==> config.mk <==
export PLATFORM = sky130hd
export DESIGN_NAME = alu_mc
export DESIGN_NICKNAME = d
export VERILOG_FILES = /design/src/rtl/alu_mc_pkg.sv /design/src/rtl/alu_mc_muldiv.sv /design/src/rtl/alu_mc.sv
export SDC_FILE = /design/constraint.sdc
export NUM_CORES = 1
export LEC_CHECK = 0
export BUFFER_PORTS_ARGS = -buffer_cell sky130_fd_sc_hd__buf_2
export CELL_PAD_IN_SITES_DETAIL_PLACEMENT = 0
export CELL_PAD_IN_SITES_GLOBAL_PLACEMENT = 2
export CORE_MARGIN = 4
export CORE_UTILIZATION = 41
export CTS_CLUSTER_SIZE = 10
export DETAILED_ROUTE_END_ITERATION = 10
export PLACE_DENSITY_LB_ADDON = 0.25
export SLEW_MARGIN = 10
export SYNTH_ARGS = -nofsm -noshare
export SYNTH_HDL_FRONTEND = slang
export SYNTH_SLANG_ARGS = --single-unit
==> constraint.sdc <==
create_clock -name clk -period 5.7 [get_ports clk]
set_input_delay 0.285 -clock clk [delete_from_list [all_inputs] [get_ports clk]]
set_output_delay 0.285 -clock clk [all_outputs]
set_load 0.01 [all_outputs]
==> src/rtl/alu_mc_pkg.sv <==
// Shared op codes, FSM state type and op-class helpers for the multi-cycle ALU.

package alu_mc_pkg;

    localparam logic [3:0] OP_ROL  = 4'b0000;
    localparam logic [3:0] OP_SLL  = 4'b0001;
    localparam logic [3:0] OP_ROR  = 4'b0010;
    localparam logic [3:0] OP_SRL  = 4'b0011;
    localparam logic [3:0] OP_ADD  = 4'b0100;
    localparam logic [3:0] OP_SUB  = 4'b0101;
    localparam logic [3:0] OP_XOR  = 4'b0110;
    localparam logic [3:0] OP_AND  = 4'b0111;
    localparam logic [3:0] OP_MUL  = 4'b1000;
    localparam logic [3:0] OP_MULH = 4'b1001;
    localparam logic [3:0] OP_DIV  = 4'b1010;
    localparam logic [3:0] OP_REM  = 4'b1011;

    typedef enum logic [1:0] {
        StIdle,
        StIter,
        StFix
    } state_e;

    function automatic logic is_iter(input logic [3:0] op);
        return op inside {OP_MUL, OP_MULH, OP_DIV, OP_REM};
    endfunction

    function automatic logic is_divrem(input logic [3:0] op);
        return op inside {OP_DIV, OP_REM};
    endfunction

endpackage

==> src/rtl/alu_mc_muldiv.sv <==
// Iterative magnitude datapath: shift-add multiply and restoring divide, one bit per cycle.
// Operand magnitudes are taken on start; sign correction is left to the caller.

module alu_mc_muldiv #(
    parameter int unsigned WIDTH = 16,
    parameter int unsigned SHW   = $clog2(WIDTH)
) (
    input  logic             clk,
    input  logic             rst_n,
    input  logic             flush,
    input  logic             start,
    input  logic             div,
    input  logic             sign,
    input  logic [WIDTH-1:0] a,
    input  logic [WIDTH-1:0] b,
    output logic             busy,
    output logic             done,
    output logic [WIDTH-1:0] hi,
    output logic [WIDTH-1:0] lo
);

    logic             run_q;
    logic             div_q;
    logic [SHW-1:0]   cnt_q;
    logic [WIDTH-1:0] hi_q, lo_q, m_q;

    logic [WIDTH-1:0] a_mag, b_mag;
    logic [WIDTH-1:0] hi_n, lo_n;
    logic [WIDTH:0]   mul_sum;
    logic [WIDTH:0]   div_sh;
    logic [WIDTH-1:0] div_diff;
    logic             div_ge;

    always_comb begin
        a_mag = (sign && a[WIDTH-1]) ? -a : a;
        b_mag = (sign && b[WIDTH-1]) ? -b : b;

        mul_sum = {1'b0, hi_q} + (lo_q[0] ? {1'b0, m_q} : '0);

        // Partial remainder stays below the divisor, so the low WIDTH bits of the
        // difference are exact whenever the subtraction is taken.
        div_sh   = {hi_q, lo_q[WIDTH-1]};
        div_ge   = div_sh >= {1'b0, m_q};
        div_diff = div_sh[WIDTH-1:0] - m_q;

        if (div_q) begin
            hi_n = div_ge ? div_diff : div_sh[WIDTH-1:0];
            lo_n = {lo_q[WIDTH-2:0], div_ge};
        end else begin
            hi_n = mul_sum[WIDTH:1];
            lo_n = {mul_sum[0], lo_q[WIDTH-1:1]};
        end

        busy = run_q;
        done = run_q && (cnt_q == '0);
        hi   = hi_q;
        lo   = lo_q;
    end

    always_ff @(posedge clk) begin
        if (!rst_n) begin
            run_q <= 1'b0;
            div_q <= 1'b0;
            cnt_q <= '0;
            hi_q  <= '0;
            lo_q  <= '0;
            m_q   <= '0;
        end else if (flush) begin
            run_q <= 1'b0;
        end else if (start) begin
            run_q <= 1'b1;
            div_q <= div;
            cnt_q <= SHW'(WIDTH - 1);
            hi_q  <= '0;
            lo_q  <= a_mag;
            m_q   <= b_mag;
        end else if (run_q) begin
            hi_q  <= hi_n;
            lo_q  <= lo_n;
            cnt_q <= cnt_q - 1'b1;
            if (cnt_q == '0) begin
                run_q <= 1'b0;
            end
        end
    end

endmodule

==> src/rtl/alu_mc.sv <==
// Multi-cycle execute-stage ALU: handshake FSM, single-cycle ops, sign-fix stage and
// registered result/flags. Multiply and divide iterate in alu_mc_muldiv.

module alu_mc
    import alu_mc_pkg::*;
#(
    parameter int unsigned WIDTH = 16,
    parameter int unsigned SHW   = $clog2(WIDTH)
) (
    input  logic             clk,
    input  logic             rst_n,
    input  logic             flush,
    input  logic             in_valid,
    output logic             in_ready,
    input  logic [3:0]       op,
    input  logic             sign,
    input  logic [WIDTH-1:0] a,
    input  logic [WIDTH-1:0] b,
    output logic             out_valid,
    input  logic             out_ready,
    output logic [WIDTH-1:0] result,
    output logic             ofl,
    output logic             z,
    output logic             lt_zero,
    output logic             dvz
);

    state_e           state_q;
    logic [3:0]       op_q;
    logic             sign_q;
    logic [WIDTH-1:0] a_q, b_q;

    logic             accept, acc_dvz, start;
    logic             md_busy, md_done;
    logic [WIDTH-1:0] md_hi, md_lo;

    always_comb begin
        in_ready = (state_q == StIdle) && (!out_valid || out_ready);
        accept   = in_valid && in_ready && !flush;
        acc_dvz  = is_divrem(op) && (b == '0);
        start    = accept && is_iter(op) && !acc_dvz;
    end

    alu_mc_muldiv #(
        .WIDTH (WIDTH),
        .SHW   (SHW)
    ) u_muldiv (
        .clk   (clk),
        .rst_n (rst_n),
        .flush (flush),
        .start (start),
        .div   (is_divrem(op)),
        .sign  (sign),
        .a     (a),
        .b     (b),
        .busy  (md_busy),
        .done  (md_done),
        .hi    (md_hi),
        .lo    (md_lo)
    );

    // Single-cycle datapath
    logic [SHW-1:0]   shamt, ror_idx, rol_idx;
    logic [WIDTH-1:0] rol_r, ror_r;
    logic [WIDTH:0]   add_t, sub_t;
    logic             add_sovf, sub_sovf;
    logic [WIDTH-1:0] sc_res;
    logic             sc_ofl, sc_live;

    always_comb begin
        shamt   = b[SHW-1:0];
        ror_idx = '0;
        rol_idx = '0;
        for (int i = 0; i < WIDTH; i++) begin
            ror_idx  = SHW'(i) + shamt;
            rol_idx  = SHW'(i) - shamt;
            ror_r[i] = a[ror_idx];
            rol_r[i] = a[rol_idx];
        end

        add_t    = {1'b0, a} + {1'b0, b};
        sub_t    = {1'b0, a} + {1'b0, ~b} + {{WIDTH{1'b0}}, 1'b1};
        add_sovf = (a[WIDTH-1] == b[WIDTH-1]) && (add_t[WIDTH-1] != a[WIDTH-1]);
        sub_sovf = (a[WIDTH-1] != b[WIDTH-1]) && (sub_t[WIDTH-1] != a[WIDTH-1]);

        sc_res  = '0;
        sc_ofl  = 1'b0;
        sc_live = 1'b1;
        case (op)
            OP_ROL:  sc_res = rol_r;
            OP_SLL:  sc_res = a << shamt;
            OP_ROR:  sc_res = ror_r;
            OP_SRL:  sc_res = a >> shamt;
            OP_ADD: begin
                sc_res = add_t[WIDTH-1:0];
                sc_ofl = sign ? add_sovf : add_t[WIDTH];
            end
            OP_SUB: begin
                sc_res = sub_t[WIDTH-1:0];
                sc_ofl = sign ? sub_sovf : !sub_t[WIDTH];
            end
            OP_XOR:  sc_res = a ^ b;
            OP_AND:  sc_res = a & b;
            default: sc_live = 1'b0;
        endcase
    end

    // Sign-fix stage on the magnitude results
    logic [2*WIDTH-1:0] prod;
    logic [WIDTH-1:0]   quot, rem;
    logic               fx_dvz;
    logic [WIDTH-1:0]   fx_res;
    logic               fx_ofl, mul_ofl;

    always_comb begin
        prod   = (sign_q && (a_q[WIDTH-1] ^ b_q[WIDTH-1])) ? -{md_hi, md_lo} : {md_hi, md_lo};
        quot   = (sign_q && (a_q[WIDTH-1] ^ b_q[WIDTH-1])) ? -md_lo : md_lo;
        rem    = (sign_q && a_q[WIDTH-1]) ? -md_hi : md_hi;
        fx_dvz = is_divrem(op_q) && (b_q == '0);

        mul_ofl = sign_q ? (prod[2*WIDTH-1:WIDTH] != {WIDTH{prod[WIDTH-1]}})
                         : (prod[2*WIDTH-1:WIDTH] != '0);

        fx_res = '0;
        fx_ofl = 1'b0;
        case (op_q)
            OP_MUL: begin
                fx_res = prod[WIDTH-1:0];
                fx_ofl = mul_ofl;
            end
            OP_MULH: begin
                fx_res = prod[2*WIDTH-1:WIDTH];
                fx_ofl = mul_ofl;
            end
            OP_DIV: begin
                fx_res = fx_dvz ? '1 : quot;
                // MIN / -1: the magnitude quotient already reads back as MIN
                fx_ofl = !fx_dvz && sign_q && (a_q == {1'b1, {(WIDTH-1){1'b0}}}) && (b_q == '1);
            end
            OP_REM:  fx_res = fx_dvz ? a_q : rem;
            default: fx_res = '0;
        endcase
    end

    always_ff @(posedge clk) begin
        if (!rst_n) begin
            state_q   <= StIdle;
            out_valid <= 1'b0;
            result    <= '0;
            ofl       <= 1'b0;
            z         <= 1'b0;
            lt_zero   <= 1'b0;
            dvz       <= 1'b0;
            op_q      <= '0;
            sign_q    <= 1'b0;
            a_q       <= '0;
            b_q       <= '0;
        end else if (flush) begin
            state_q   <= StIdle;
            out_valid <= 1'b0;
        end else begin
            if (out_valid && out_ready) begin
                out_valid <= 1'b0;
            end
            unique case (state_q)
                StIdle: begin
                    if (accept) begin
                        op_q   <= op;
                        sign_q <= sign;
                        a_q    <= a;
                        b_q    <= b;
                        if (is_iter(op)) begin
                            state_q <= acc_dvz ? StFix : StIter;
                        end else begin
                            result    <= sc_res;
                            ofl       <= sc_ofl;
                            z         <= sc_live && (sc_res == '0);
                            lt_zero   <= sign && sc_res[WIDTH-1];
                            dvz       <= 1'b0;
                            out_valid <= 1'b1;
                        end
                    end
                end
                StIter: begin
                    if (md_done) begin
                        state_q <= StFix;
                    end else if (!md_busy) begin
                        state_q <= StIdle;
                    end
                end
                StFix: begin
                    result    <= fx_res;
                    ofl       <= fx_ofl;
                    z         <= (fx_res == '0);
                    lt_zero   <= sign_q && fx_res[WIDTH-1];
                    dvz       <= fx_dvz;
                    out_valid <= 1'b1;
                    state_q   <= StIdle;
                end
                default: state_q <= StIdle;
            endcase
        end
    end

endmodule

==> results.yml <==
floorplanning:
  start_util: 0.420
  core_area_um2: 33900
  die_w_um: 194
  rows: 67
  dieArea_um2: 37800
  die_h_um: 194
  io_pins: 64
synth:
  yosysMostFrequentCell: "nor2_1"
  syn_avg_cell_area_um2: 7.46
  synth_seq_cells: 114
  synthFlopType: "dfxtp_1"
  synth.distinct_cells: 92
  post-synth-top-area-cell: "dfxtp_1"
  synth_edf_count: 0
  syn_nets: 2033
  synth_top_area_share: 0.160
  synth_commonest_cells: "nor2_1 (204), nand2_1 (177), a21oi_1 (163)"
  synth_area_um2: 14200
  yosys-top-cells-area: "dfxtp_1 (16%), mux4_2 (7.1%), ha_1 (6.9%), a21oi_1 (5.7%), nor2_1 (5.4%)"
  seq_area_frac_synth: 0.160
  yosys_warnings: 0
  async_reset_ff_frac: 0
  synthesis.instances: 1908
sta:
  fmax_mhz: 239
  setup-violations-final: 0
  slew_headroom: 0.269
  finClkSkew_ns: 0.0145
  tightest_slew_ns: 1.08
  fin_crit_sh: 0.733
  min_period_ns: 4.18
  fin_ws_ns: 1.52
  rsz0062_at_grt: "no"
  tns_ns: 0
  maxSlewViolCount: 0
  hold_viol: 0
placed_design:
  dpl.hpwl_um: 47700
  gp_congestion: 1.01
  dp_slack_ns: 1.14
  port_buffers: 63
  place_area_um2: 14800
power_and_ir_drop:
  switching_share: 0.365
  ir_worst_vdd_v: 0.000182
  p_comb_frac: 0.332
  seq_power_share: 0.292
  p_per_area_nw_per_um2: 188
  p_leak_nw: 5.93
  pwr-share-clk: 0.375
  total_power_mw: 2.89
  switchingPower_mw: 1.06
  p_int_mw: 1.84
cts:
  post_cts_resized: 0
  cts_buffers: 17
  cts_setup_buffers: 0
  clkLatencyLatePin_ns: 0.43
  h-tree-depth: 4
  clk_path_buf_depth: 2
  clk_root_buffer_cell: "clkbuf_16"
  cts_hold_buf: 0
  path_clk_slew_ns: 0.06
  cts_tree: "done"
  cts.sinks: 114
global_routing:
  grt_max_degree: 70
  grt_pass1_vias: 14197
  gr-total-overflow: 0
  antenna_found_initial: 0
  grtUsageTotal: 0.315
  grt_pass1_wl_um: 92800
critical_path:
  worstPathArrival_ns: 4.50
  endpoint_kind: "flip-flop"
  worst_setup_path_start_kind: "primary input"
  path_class: "primary input to flip-flop"
  crit_required_ns: 6.02
  cp_max_fo: 23
final_layout:
  fin_area_um2: 15400
  fillers: 3562
  area_growth_syn_to_layout_pct: 7.93
  nNetsFinal: 1994
  drive_above_1_share: 0.119
  antenna_cells: 0
route:
  wl_per_cell_um: 26.9
  first_pass_iters: 7
  vias_per_cell: 6.62
  finalWirelength_um: 62700
  ant_nets: 0
  drt_iter0_drc: 1645
  vias: 15410
  drc: 0
hold_path:
  hold_path.class: "primary input to flip-flop"
run:
  cap_violations: 0
status:
  outcome: "complete, no violations"
==> stage by stage <==
| stage | cells | utilization | hold WS, ns |
|---|---|---|---|
| after detailed placement | 2298 | 0.436 | 0.445 |
| final | 2329 | 0.454 | 0.128 |
| after floorplan | 1908 | - | 0.421 |
| after global placement | 2298 | 0.436 | 0.439 |
| after CTS | 2329 | 0.454 | 0.118 |
| after global routing | 2329 | 0.454 | 0.136 |
==> kinds of logic after synthesis <==
| group | after synthesis | share of synthesized area |
|---|---|---|
| AOI/OAI and AO/OA | 560 | 0.268 |
| xor gates and xnor gates | 114 | 0.0712 |
| adders and majority gates | 83 | 0.0750 |
| buffers and inverters | 232 | 0.0622 |
| DFF | 114 | 0.160 |
| muxes | 137 | 0.139 |
| and+or+nand+nor | 668 | 0.225 |
==> layer usage <==
metal  wire, um  vias to the layer above  global-route usage
met3       4140                      139              0.0388
met4       2700                        0               0.121
met1      26900                     7525               0.425
met5          0                        -                   0
met2      29000                      698               0.519
li1           -                     7048                   -
==> flip-flops by register name (all words and copies together) (netlist names) <==
register,count
u_muldiv.m_q,16
dvz,1
result,16
op_q,4
u_muldiv.lo,16
u_muldiv.busy,1
u_muldiv.hi,16
u_muldiv.cnt_q,4
z,1
b_q,16
state_q,2
sign_q,1
lt_zero,1
a_q,16
out_valid,1
u_muldiv.div_q,1
ofl,1
==> placed cells by master, fill, tap and decap left out, types with 10 or more instances in the layout <==
cell / n
mux4_2: 45
a22oi_1: 11
xnor2_1: 64
dfxtp_1: 114
nor2_1: 203
nor3_1: 43
a22o_1: 10
a221oi_1: 15
clkbuf_16: 17
buf_4: 34
or3_1: 24
or2_2: 11
o31ai_1: 21
nand4_1: 22
nand2_1: 177
mux2i_1: 66
nor2b_1: 16
a211oi_1: 49
a21oi_1: 163
nand3_1: 43
buf_2: 63
o21ai_0: 49
and3_1: 12
o22ai_1: 16
a21o_1: 17
a31oi_1: 31
nor4_1: 35
ha_1: 79
o21ai_1: 11
nand2b_1: 24
o211ai_1: 25
xor2_1: 48
inv_1: 69
mux2_2: 20
==> worst max-delay path, cell delays in order <==
cell       delay (ns)
buf_2            0.52
inv_2            0.29
ha_1             0.54
o2111ai_1        0.32
a2111oi_0        0.85
nor3_1           0.21
o41ai_1          0.60
mux2_2           0.40
nand4_1          0.16
nor3b_1          0.08
a31o_1           0.22
==> cell type report <==
cell class / count / area, um2 / share of cell area
tap: 448 / 561 / 0.0365
timing repair buffer: 97 / 571 / 0.0371
sequential: 114 / 2280 / 0.148
clock buffer: 20 / 457 / 0.0297
multi-input combinational: 1562 / 11100 / 0.721
inverter: 77 / 289 / 0.0188
clock inverter: 11 / 130 / 0.00847
==> power by group through the flow <==
| stage | Sequential [mW] | Clock, mW | Combinational [mW] |
|---|---|---|---|
| finish | 0.846 | 1.09 | 0.962 |
| global route | 0.848 | 1.13 | 1.03 |
| detailed placement | 0.862 | 0 | 0.940 |
| global placement | 0.862 | 0 | 0.938 |
| floorplan | 0.852 | 0 | 0.651 |
| CTS | 0.845 | 1.10 | 0.945 |
==> worst paths after layout <==
path,startpoint,endpoint,slack (ns),cells past startpoint
max,b[3],z$_SDFFE_PN0P_,1.52,11
min,b[13],b_q[13]$_SDFFE_PN0P_,0.13,3
max reg2reg,u_muldiv.lo[0]$_SDFFE_PN0P_,ofl$_SDFFE_PN0P_,1.62,11
min reg2reg,result[9]$_SDFFE_PN0P_,result[9]$_SDFFE_PN0P_,0.45,2
Power figures use the tool's default switching activity.
